### src/rtl/bcp_pkg.sv
// Shared sizing constants, state encoding and helpers
// for the BCP unit scheduler.
package bcp_pkg;

  localparam int CLAUSE_NUM  = 8;
  localparam int VAR_NUM     = 7;
  localparam int VAR_NUM_LOG = 3;
  localparam int TRAIL_DEPTH = 7;
  localparam int CLAUSE_LOG  = $clog2(CLAUSE_NUM);
  localparam int CNT_W       = $clog2(TRAIL_DEPTH + 1);

  typedef enum logic [2:0] {
    S_IDLE,
    S_SETTLE,
    S_GRANT,
    S_CAPTURE,
    S_BT_POP,
    S_BT_PULSE
  } sched_state_e;

  // One-hot mask of a variable; out-of-range indices give zero.
  function automatic logic [VAR_NUM-1:0] var_mask(
    input logic [VAR_NUM_LOG-1:0] v
  );
    var_mask = VAR_NUM'(1) << v;
  endfunction

endpackage

### src/rtl/bcp_rr_arbiter.sv
// Combinational round-robin arbiter: first request at or
// after ptr_i, wrapping, by rotate then priority-encode.
module bcp_rr_arbiter #(
  parameter int N = 8,
  parameter int W = $clog2(N)
) (
  input  logic [N-1:0] req_i,
  input  logic [W-1:0] ptr_i,
  output logic [W-1:0] win_o,
  output logic         valid_o
);

  logic [N-1:0] rot;
  logic [W-1:0] off;
  logic [W:0]   sum;

  always_comb begin
    rot     = N'({req_i, req_i} >> ptr_i);
    off     = '0;
    valid_o = 1'b0;
    for (int i = N - 1; i >= 0; i--) begin
      if (rot[i]) begin
        off     = W'(i);
        valid_o = 1'b1;
      end
    end
    sum = {1'b0, ptr_i} + {1'b0, off};
    if (sum >= (W+1)'(N)) begin
      sum = sum - (W+1)'(N);
    end
    win_o = sum[W-1:0];
  end

endmodule

### src/rtl/bcp_unit_scheduler.sv
// BCP scheduler: grants clause checkers round-robin, commits
// implied literals to a trail and unwinds them on backtrack.
module bcp_unit_scheduler
  import bcp_pkg::*;
(
  input  logic                              clk,
  input  logic                              rst,
  input  logic                              bcp_start,
  input  logic                              backtrack_req,
  input  logic [CLAUSE_NUM-1:0]             unit_exist,
  input  logic [CLAUSE_NUM*VAR_NUM_LOG-1:0] implication_flat,
  input  logic [CLAUSE_NUM-1:0]             assign_value_in,
  output logic [CLAUSE_NUM-1:0]             checker_en,
  output logic                              backtrack_en,
  output logic [VAR_NUM-1:0]                free,
  output logic [VAR_NUM-1:0]                assignment,
  output logic                              busy,
  output logic                              op_done,
  output logic                              trail_empty,
  output logic                              overflow_err
);

  sched_state_e           state_q, state_d;
  logic [VAR_NUM-1:0]     free_q, free_d;
  logic [VAR_NUM-1:0]     asg_q, asg_d;
  logic [VAR_NUM_LOG-1:0] trail_q [TRAIL_DEPTH];
  logic [CNT_W-1:0]       cnt_q, cnt_d;
  logic [CLAUSE_LOG-1:0]  rr_q, rr_d;
  logic [CLAUSE_LOG-1:0]  win_q, win_d;
  logic [CLAUSE_LOG-1:0]  arb_win;
  logic [VAR_NUM_LOG-1:0] var_q, var_d;
  logic [VAR_NUM_LOG-1:0] impl_var, top_var;
  logic [VAR_NUM-1:0]     cap_mask, pop_mask;
  logic                   ovf_q, ovf_d;
  logic                   arb_valid, push, full;

  bcp_rr_arbiter #(
    .N(CLAUSE_NUM)
  ) u_arb (
    .req_i   (unit_exist),
    .ptr_i   (rr_q),
    .win_o   (arb_win),
    .valid_o (arb_valid)
  );

  assign impl_var = implication_flat[win_q*VAR_NUM_LOG +: VAR_NUM_LOG];
  assign top_var  = trail_q[cnt_q - CNT_W'(1)];
  assign full     = cnt_q == CNT_W'(TRAIL_DEPTH);
  assign cap_mask = var_mask(var_q);
  assign pop_mask = var_mask(top_var);

  always_comb begin
    state_d = state_q;
    free_d  = free_q;
    asg_d   = asg_q;
    cnt_d   = cnt_q;
    rr_d    = rr_q;
    win_d   = win_q;
    var_d   = var_q;
    ovf_d   = ovf_q;
    push    = 1'b0;
    op_done = 1'b0;
    unique case (state_q)
      S_IDLE: begin
        if (backtrack_req) state_d = S_BT_POP;
        else if (bcp_start) state_d = S_SETTLE;
      end
      S_SETTLE: begin
        if (arb_valid) begin
          win_d   = arb_win;
          state_d = S_GRANT;
        end else begin
          op_done = 1'b1;
          state_d = S_IDLE;
        end
      end
      S_GRANT: begin
        var_d   = impl_var;
        rr_d    = (win_q == CLAUSE_LOG'(CLAUSE_NUM - 1))
                ? '0 : win_q + CLAUSE_LOG'(1);
        state_d = S_CAPTURE;
      end
      S_CAPTURE: begin
        if (full) begin
          ovf_d   = 1'b1;
          op_done = 1'b1;
          state_d = S_IDLE;
        end else begin
          free_d  = free_q & ~cap_mask;
          asg_d   = (asg_q & ~cap_mask)
                  | ({VAR_NUM{assign_value_in[win_q]}} & cap_mask);
          push    = 1'b1;
          cnt_d   = cnt_q + CNT_W'(1);
          state_d = S_SETTLE;
        end
      end
      S_BT_POP: begin
        if (cnt_q == '0) begin
          op_done = 1'b1;
          state_d = S_IDLE;
        end else begin
          free_d  = free_q | pop_mask;
          asg_d   = asg_q & ~pop_mask;
          cnt_d   = cnt_q - CNT_W'(1);
          state_d = S_BT_PULSE;
        end
      end
      S_BT_PULSE: begin
        op_done = 1'b1;
        state_d = S_IDLE;
      end
      default: state_d = S_IDLE;
    endcase
  end

  always_ff @(posedge clk or posedge rst) begin
    if (rst) begin
      state_q <= S_IDLE;
      free_q  <= '1;
      asg_q   <= '0;
      cnt_q   <= '0;
      rr_q    <= '0;
      win_q   <= '0;
      var_q   <= '0;
      ovf_q   <= 1'b0;
    end else begin
      state_q <= state_d;
      free_q  <= free_d;
      asg_q   <= asg_d;
      cnt_q   <= cnt_d;
      rr_q    <= rr_d;
      win_q   <= win_d;
      var_q   <= var_d;
      ovf_q   <= ovf_d;
    end
  end

  always_ff @(posedge clk or posedge rst) begin
    if (rst) begin
      for (int i = 0; i < TRAIL_DEPTH; i++) trail_q[i] <= '0;
    end else if (push) begin
      trail_q[cnt_q] <= var_q;
    end
  end

  assign checker_en   = (state_q == S_GRANT)
                      ? (CLAUSE_NUM'(1) << win_q) : '0;
  assign backtrack_en = state_q == S_BT_PULSE;
  assign busy         = state_q != S_IDLE;
  assign trail_empty  = cnt_q == '0;
  assign overflow_err = ovf_q;
  assign free         = free_q;
  assign assignment   = asg_q;

  // With a full trail every variable is assigned; that case
  // surfaces as overflow_err rather than a checker fault.
  assert property (@(posedge clk) disable iff (rst)
    (state_q == S_GRANT && !full) |-> free_q[impl_var]);

endmodule

### config.mk
export PLATFORM = sky130hd
export DESIGN_NAME = bcp_unit_scheduler
export DESIGN_NICKNAME = d
export VERILOG_FILES = /design/src/rtl/bcp_pkg.sv /design/src/rtl/bcp_rr_arbiter.sv /design/src/rtl/bcp_unit_scheduler.sv
export SDC_FILE = /design/constraint.sdc
export NUM_CORES = 1
export LEC_CHECK = 0
export BUFFER_PORTS_ARGS = -buffer_cell sky130_fd_sc_hd__buf_2
export CAP_MARGIN = 20
export CORE_AREA = 2 2 86 88
export CTS_CLUSTER_DIAMETER = 200
export DETAILED_ROUTE_END_ITERATION = 12
export DIE_AREA = 0 0 88 90
export PLACE_DENSITY = 0.85
export RECOVER_POWER = 100
export SETUP_SLACK_MARGIN = 0.02
export SLEW_MARGIN = 40
export SYNTH_ARGS = -nofsm -noshare
export SYNTH_HDL_FRONTEND = slang
export SYNTH_SLANG_ARGS = --single-unit
### constraint.sdc
create_clock -name clk -period 2.6 [get_ports clk]
set_clock_uncertainty 0.05 [all_clocks]
set_input_delay 0.52 -clock clk [delete_from_list [all_inputs] [get_ports clk]]
set_output_delay 0.52 -clock clk [all_outputs]
set_load 0.05 [all_outputs]
==> qor_table.md, run 1 <==
| Metric | This run | Unit |
|---|---|---|
| Outcome | finished, violations left | - |
| Violated checks | setup timing | - |
| Post-Layout Cell Count | 514 | - |
| RSZ-0062 raised after global routing | true | - |
| Maximum fanout along the worst path | 4 | - |
| Site Rows | 31 | - |
| Post-synth cell types | 58 | - |
| CTS max path bufs | 2 | - |
| Cell Pwr Density | 1330 | nW/um2 |
| Post-synthesis instance area | 3430 | um2 |
| Data required time of the critical path | 2.03 | ns |
| Max-cap viol count | 0 | - |
| Net switching power | 2.66 | mW |
| First-pass GRT wire length | 14,100 | um |
| Total power | 5.53 | mW |
| Power share of the clock group | 8.0 | % |
| Largest incremental delay on the critical path | 0.57 | ns |
| Tmin final | 2.87 | ns |
| Layout overhead on the synthesized area | 20.7 | % |
| Number of global-route vias before repair | 3,013 | - |
| Critical Path Start Type | register | - |
| Number of antenna violations at the first check in global routing | 0 | - |
| Cells traversed along the worst timing path | buf_6 > mux4_2 > nor4_4 > a21oi_1 > o211ai_1 > buf_4 | - |
| Clock latency at the later pin of the worst-skew pair | 0.30 | ns |
| Clock slew seen by the registers of the worst setup and hold paths | 0.09 | ns |
| Commonest non-fill, non-tap cells in the layout | buf_2, dfrtp_1, nand2_1 | - |
| Most common library cell in the layout ignoring fill and taps | buf_2 | - |
| Via count | 2,915 | - |
| Global placer's final weighted congestion | 0.894 | - |
| Adder and majority cell fraction of the synthesized area | 4.59 | % |
| Initial Utilization | 48.9 | % |
| Final setup vio count | 3 | - |
| Worst Path Arrival | 2.30 | ns |
| Prevailing post-synth register cell | dfrtp_1 | - |
| Post-layout util | 59.0 | % |
| Final nets | 470 | - |
| Remaining global-route overflow | 0 | - |
| Final Max Tran Viols | 0 | - |
| Routed Antenna Nets | 0 | - |
| Leak Pwr | 1.89 | nW |
| Fraction of the mapped netlist area in compound gates | 12.4 | % |
| Synth area leader | dfrtp_1 | - |
| Area after DPL | 4010 | um2 |
| Endpoint kind of the worst setup timing path | primary output | - |
| Area share of the largest cell type after synthesis | 32.1 | % |
| Number of search-and-repair iterations in the first detailed-routing pass | 4 | - |
| Pin slew with the least headroom to its limit | 1.21 | ns |
| Sequential share of power | 30.1 | % |
| Number of remaining DRC errors | 0 | - |
| Slowest cell on the critical path | mux4_2 | - |
| Critical path start-end classification | reg -> out | - |
| Gate power share | 61.9 | % |
| Post-Synth XOR/XNOR Area | 0.766 | % |
| Ratio of final minimum period to clock period | 111 | % |
| Tot GR Track Use | 22.4 | % |
| Number of warnings reported in the yosys synthesis log | 0 | - |
| Number of fill cells | 600 | - |
| Largest net degree at the start of global routing | 52 | - |
| Highest achievable clock rate | 348 | MHz |
| Number of DRC markers after the initial detailed-route iteration | 189 | - |
| DR WL/cell | 16.4 | um |
| Sum of routed wire length over all layers | 8440 | um |
| Post-detail-place hpwl | 6450 | um |
| Setup slack of the critical path after layout | -0.274 | ns |
| Number of synthesized flops with an enable pin | 0 | - |
| Number of CTS-inserted buffers | 5 | - |
| Antenna diode instance count | 0 | - |
| Top Ports | 71 | - |
| Worst hold margin | 0.424 | ns |
| Mux contribution to synthesized area | 22.3 | % |
| Cells after synthesis | 324 | - |
| Basic-gate share of the synthesized area counting and, or, nand and nor cells | 17.9 | % |
| Die height | 90 | um |
| Buffer type at the clock tree root | clkbuf_8 | - |
| Die area | 7920 | um2 |
| Syn_nets | 380 | - |
| Hold Violations, Final | 0 | - |
| Yosys reg bits | 51 | - |
| Instance count after placement with tap cells included | 501 | - |
| CTS H-Tree Depth | 2 | - |
| Worst-case headroom to the max-slew limit | 19.1 | % |
| Sequential share of the synthesized area | 37.4 | % |
| Horizontal extent of the die | 88 | um |
| Post-CTS Hold Buffers | 0 | - |
| Worst hold-check path type | reg -> reg | - |
| Largest cells by area after synthesis | dfrtp_1, mux4_2, mux2_1 | - |
| IR drop worst, VDD | 0.608 | mV |
| Top delay family on crit path | multiplexers | - |
| Net switching share of the total power | 48.1 | % |
| Layout Cell Area excl Fill | 4140 | um2 |
| Clock sinks | 51 | - |
| Total buffers and inverters traversed by the critical path | 2 | - |
| Largest family of logic cells by synthesized area | multiplexers | - |
| Area of the placeable core | 7020 | um2 |
| Port Buffer Count | 70 | - |
| Async SR Flop Fraction | 100 | % |
| Avg Inst Size Synth | 10.6 | um2 |
| Cell-internal power | 2.87 | mW |
| Proportion of layout cells with a drive suffix above 1 | 32.5 | % |
| TritonCTS clock tree | yes | - |
| Post-detailed-route via-to-cell ratio | 5.67 | - |
==> stage by stage <==
stage,worst slack (ns),TNS (ns)
global placement,-0.184,-0.397
floorplan,-0.255,-0.393
finish,-0.274,-0.550
global route,-0.411,-0.976
CTS,-0.250,-0.416
detailed placement,-0.268,-0.545
==> final timing paths <==
kind	slack [ns]	end	cells after the start	from
worst max-delay path	-0.27	op_done	6	rr_q[0]$_DFFE_PP0P_
worst min-delay path	0.42	overflow_err$_DFFE_PP0P_	1	overflow_err$_DFFE_PP0P_
worst max register to register	-0.18	win_q[2]$_DFFE_PP0P_	11	rr_q[0]$_DFFE_PP0P_
worst min register to register	0.42	overflow_err$_DFFE_PP0P_	1	overflow_err$_DFFE_PP0P_
max in group asynchronous	1.14	win_q[0]$_DFFE_PP0P_	3	rst
min in group asynchronous	0.55	async pin	3	rst
==> synth_stat cells, types with 3 or more instances <==
library cell   n
dfrtp_1       44
nand2_1       31
nor2_1        29
mux2_1        20
mux4_2        18
mux2i_1       12
ha_1          11
a21oi_1       10
inv_1         10
nand3_1        9
a21o_1         8
and3_1         8
clkbuf_1       8
a31oi_1        7
dfstp_2        7
buf_2          6
nor2b_1        6
nor3_1         6
nor3b_1        5
o21ai_0        5
o21ai_1        5
inv_2          4
nand3b_1       4
a211oi_1       3
buf_6          3
nand2b_1       3
==> what timing repair did <==
action,4_1_cts,5_1_grt
pin swaps,2,3
resized for setup,8,4
setup endpoints to repair,3,7
setup buffers,3,2
==> cell families after synthesis <==
group	Yosys count
buffers and inverters	33
muxes	51
adders and majority gates	12
and+or+nand+nor	114
xor gates and xnor gates	3
DFF	51
AOI/OAI and AO/OA	60
==> power by group through the flow <==
stage	logic, mW	registers (mW)	clock network [mW]
after floorplan	2.41	1.74	0
after global placement	3.21	1.64	0
after detailed placement	3.30	1.67	0
after CTS	3.41	1.65	0.451
after global routing	3.71	1.74	0.490
final	3.42	1.67	0.443
==> per-layer routing <==
metal,vias up,share of wire (%),global-route usage [%]
met5,-,0,0
met2,81,53,39.5
met3,25,4.5,3.40
met1,1440,40,26.8
li1,1369,-,-
met4,0,2.6,9.23
==> cell type report <==
cell class                 count  area [um2]  share of cell area, %
clock buffer                   6        72.6                   1.75
clock inverter                 2        12.5                  0.302
sequential                    51        1290                   31.1
multi-input combinational    240        2010                   48.6
timing repair buffer         102         581                   14.0
tap                           99         124                   2.99
inverter                      14        52.6                   1.27
Note: power is estimated with default switching activity, not from simulation.
==> run 2, diff against run 1 <==
--- a/config.mk
+++ b/config.mk
@@ -11,7 +11,7 @@
 export CTS_CLUSTER_DIAMETER = 200
 export DETAILED_ROUTE_END_ITERATION = 12
 export DIE_AREA = 0 0 88 90
-export PLACE_DENSITY = 0.85
+export PLACE_DENSITY = 0.82
 export RECOVER_POWER = 100
 export SETUP_SLACK_MARGIN = 0.02
 export SLEW_MARGIN = 40
==> constraint.sdc (replaced) <==
create_clock -name clk -period 3.2 [get_ports clk]
set_clock_uncertainty 0.05 [all_clocks]
set_input_delay 0.64 -clock clk [delete_from_list [all_inputs] [get_ports clk]]
set_output_delay 0.64 -clock clk [all_outputs]
set_load 0.05 [all_outputs]
==> run 2 against run 1 <==
Net effect: the run ends with capacitance limit, slew limit left; setup slack better by 0.45 ns; via count is 3.2% lower; combinational power is 24% lower; first-iteration DRC count is 17% higher; clock power is 19% higher; total power is 19% lower; final cell count is 4.1% lower; highest routed layer unchanged.
==> qor_table.md, run 2 (same netlist as run 1, synthesis figures left out) <==
| Metric | This run | Unit |
|---|---|---|
| Routed Antenna Nets | 0 | - |
| Post-detail-place hpwl | 6090 | um |
| Initial Utilization | 48.9 | % |
| Number of DRC markers after the initial detailed-route iteration | 221 | - |
| Data required time of the critical path | 2.51 | ns |
| Sum of routed wire length over all layers | 8130 | um |
| Top Ports | 71 | - |
| Outcome | finished, violations left | - |
| Cells traversed along the worst timing path | mux4_2 > nor4_4 > a21oi_1 > o211ai_1 > buf_4 | - |
| DR WL/cell | 16.5 | um |
| Top delay family on crit path | multiplexers | - |
| Cell Pwr Density | 1120 | nW/um2 |
| Accumulated negative setup slack | 0 | ns |
| Port Buffer Count | 70 | - |
| Layout overhead on the synthesized area | 16.2 | % |
| Number of remaining DRC errors | 0 | - |
| Clock sinks | 51 | - |
| CTS max path bufs | 2 | - |
| Most common library cell in the layout ignoring fill and taps | buf_2 | - |
| Die height | 90 | um |
| Slowest cell on the critical path | mux4_2 | - |
| Remaining global-route overflow | 0 | - |
| Max-cap viol count | 1 | - |
| First-pass GRT wire length | 13,200 | um |
| Post-detailed-route via-to-cell ratio | 5.73 | - |
| Clock slew seen by the registers of the worst setup and hold paths | 0.09 | ns |
| Pin slew with the least headroom to its limit | 2.14 | ns |
| IR drop worst, VDD | 0.480 | mV |
| Largest incremental delay on the critical path | 0.60 | ns |
| Number of CTS-inserted buffers | 5 | - |
| Global placer's final weighted congestion | 0.855 | - |
| Horizontal extent of the die | 88 | um |
| Violated checks | capacitance limit, slew limit | - |
| Buffer type at the clock tree root | clkbuf_8 | - |
| Commonest non-fill, non-tap cells in the layout | buf_2, dfrtp_1, nand2_1 | - |
| Final nets | 449 | - |
| Leak Pwr | 1.81 | nW |
| Critical path start-end classification | reg -> out | - |
| Site Rows | 31 | - |
| Tot GR Track Use | 20.9 | % |
| FF-to-FF setup slack | 0.28 | ns |
| Highest achievable clock rate | 331 | MHz |
| Maximum fanout along the worst path | 8 | - |
| Hold Violations, Final | 0 | - |
| Critical Path Start | rr_q[0]$_DFFE_PP0P_ | - |
| Worst r2r src | rr_q[0]$_DFFE_PP0P_ | - |
| Number of antenna violations at the first check in global routing | 0 | - |
| Number of global-route vias before repair | 2,746 | - |
| Proportion of layout cells with a drive suffix above 1 | 27.7 | % |
| Startpoint of the most critical hold path | overflow_err$_DFFE_PP0P_ | - |
| RSZ-0062 raised after global routing | false | - |
| Endpoint kind of the worst setup timing path | primary output | - |
| Via count | 2,823 | - |
| TritonCTS clock tree | yes | - |
| Largest net degree at the start of global routing | 52 | - |
| Total power | 4.47 | mW |
| Worst-case headroom to the max-slew limit | -43.6 | % |
| Clock latency at the later pin of the worst-skew pair | 0.30 | ns |
| Antenna diode instance count | 0 | - |
| Ratio of final minimum period to clock period | 94.4 | % |
| Post-layout util | 56.8 | % |
| Area of the placeable core | 7020 | um2 |
| Tmin final | 3.02 | ns |
| Worst hold-check path type | reg -> reg | - |
| Final Max Tran Viols | 52 | - |
| Total buffers and inverters traversed by the critical path | 1 | - |
| Critical Path Start Type | register | - |
| Die area | 7920 | um2 |
| Worst Path Arrival | 2.33 | ns |
| Final setup vio count | 0 | - |
| CTS H-Tree Depth | 2 | - |
| Number of search-and-repair iterations in the first detailed-routing pass | 4 | - |
## run 2: cell count changes in the layout (fill, tap and decap cells not counted), moves of 2 or more
cell	previous run	this run
inv_1	11	9
buf_6	4	0
clkbuf_2	10	0
buf_4	27	10
mux2i_2	2	0
bufinv_16	0	2
mux2i_1	10	12
buf_2	43	52
## run 2: cell type report
| type | instances | area [um2] |
|---|---|---|
| clock buffers | 6 | 72.6 |
| clock inverters | 2 | 60.1 |
| fillers | 589 | 3030 |
| inverters | 14 | 53.8 |
| multi-input cells | 240 | 1980 |
| flip-flops and latches | 51 | 1290 |
| well taps | 99 | 124 |
| repair buffers | 81 | 407 |
## run 2: power breakdown
group	switching [mW]	internal, mW	leakage (nW)
logic	1.53	1.06	1.14
clock network	0.213	0.313	0.0654
registers	0.374	0.972	0.606
total	2.12	2.35	1.81
## run 2: final timing paths
| path | to | depth (start not counted) |
|---|---|---|
| worst max register to register | win_q[2]$_DFFE_PP0P_ | 10 |
| worst min-delay path | overflow_err$_DFFE_PP0P_ | 1 |
| worst max-delay path | op_done | 5 |
| worst min register to register | overflow_err$_DFFE_PP0P_ | 1 |
| max in group asynchronous | rr_q[1]$_DFFE_PP0P_ | 2 |
| min in group asynchronous | var_q[2]$_DFFE_PP0P_ | 2 |
## run 2: metrics by stage
step / hold slack (ns) / instance area (um2) / instances / worst slack, ns
6_report: 0.427 / 3990 / 493 / 0.179
5_1_grt: 0.450 / 3990 / 493 / 0.00957
4_1_cts: 0.383 / 4000 / 490 / 0.0333
3_5_place_dp: 0.414 / 3860 / 482 / 0.0252
3_3_place_gp: 0.407 / 3860 / 482 / 0.167
2_1_floorplan: 0.398 / 3430 / 324 / 0.105
## run 2: worst reg2reg max path: stages (launching register included)
cell and delay (ns):
dfrtp_2 0.50, mux4_2 0.55, nand2b_1 0.16, a21oi_1 0.14, o21bai_1 0.09, a211oi_1 0.24
ha_1 0.17, inv_1 0.05, fa_1 0.43, nor4b_2 0.37, a221oi_2 0.06
## run 2: per-layer routing
| metal | GRT usage [%] | wire [um] |
|---|---|---|
| met4 | 7.95 | 147 |
| met2 | 35.8 | 4300 |
| met5 | 0 | 0 |
| met1 | 26.1 | 3380 |
| met3 | 3.49 | 304 |
## run 2: timing repair
action                     in CTS  in global routing
setup endpoints to repair       1                  1
setup buffers                   0                  3
hold buffers                    0                  0
resized for setup               1                  3
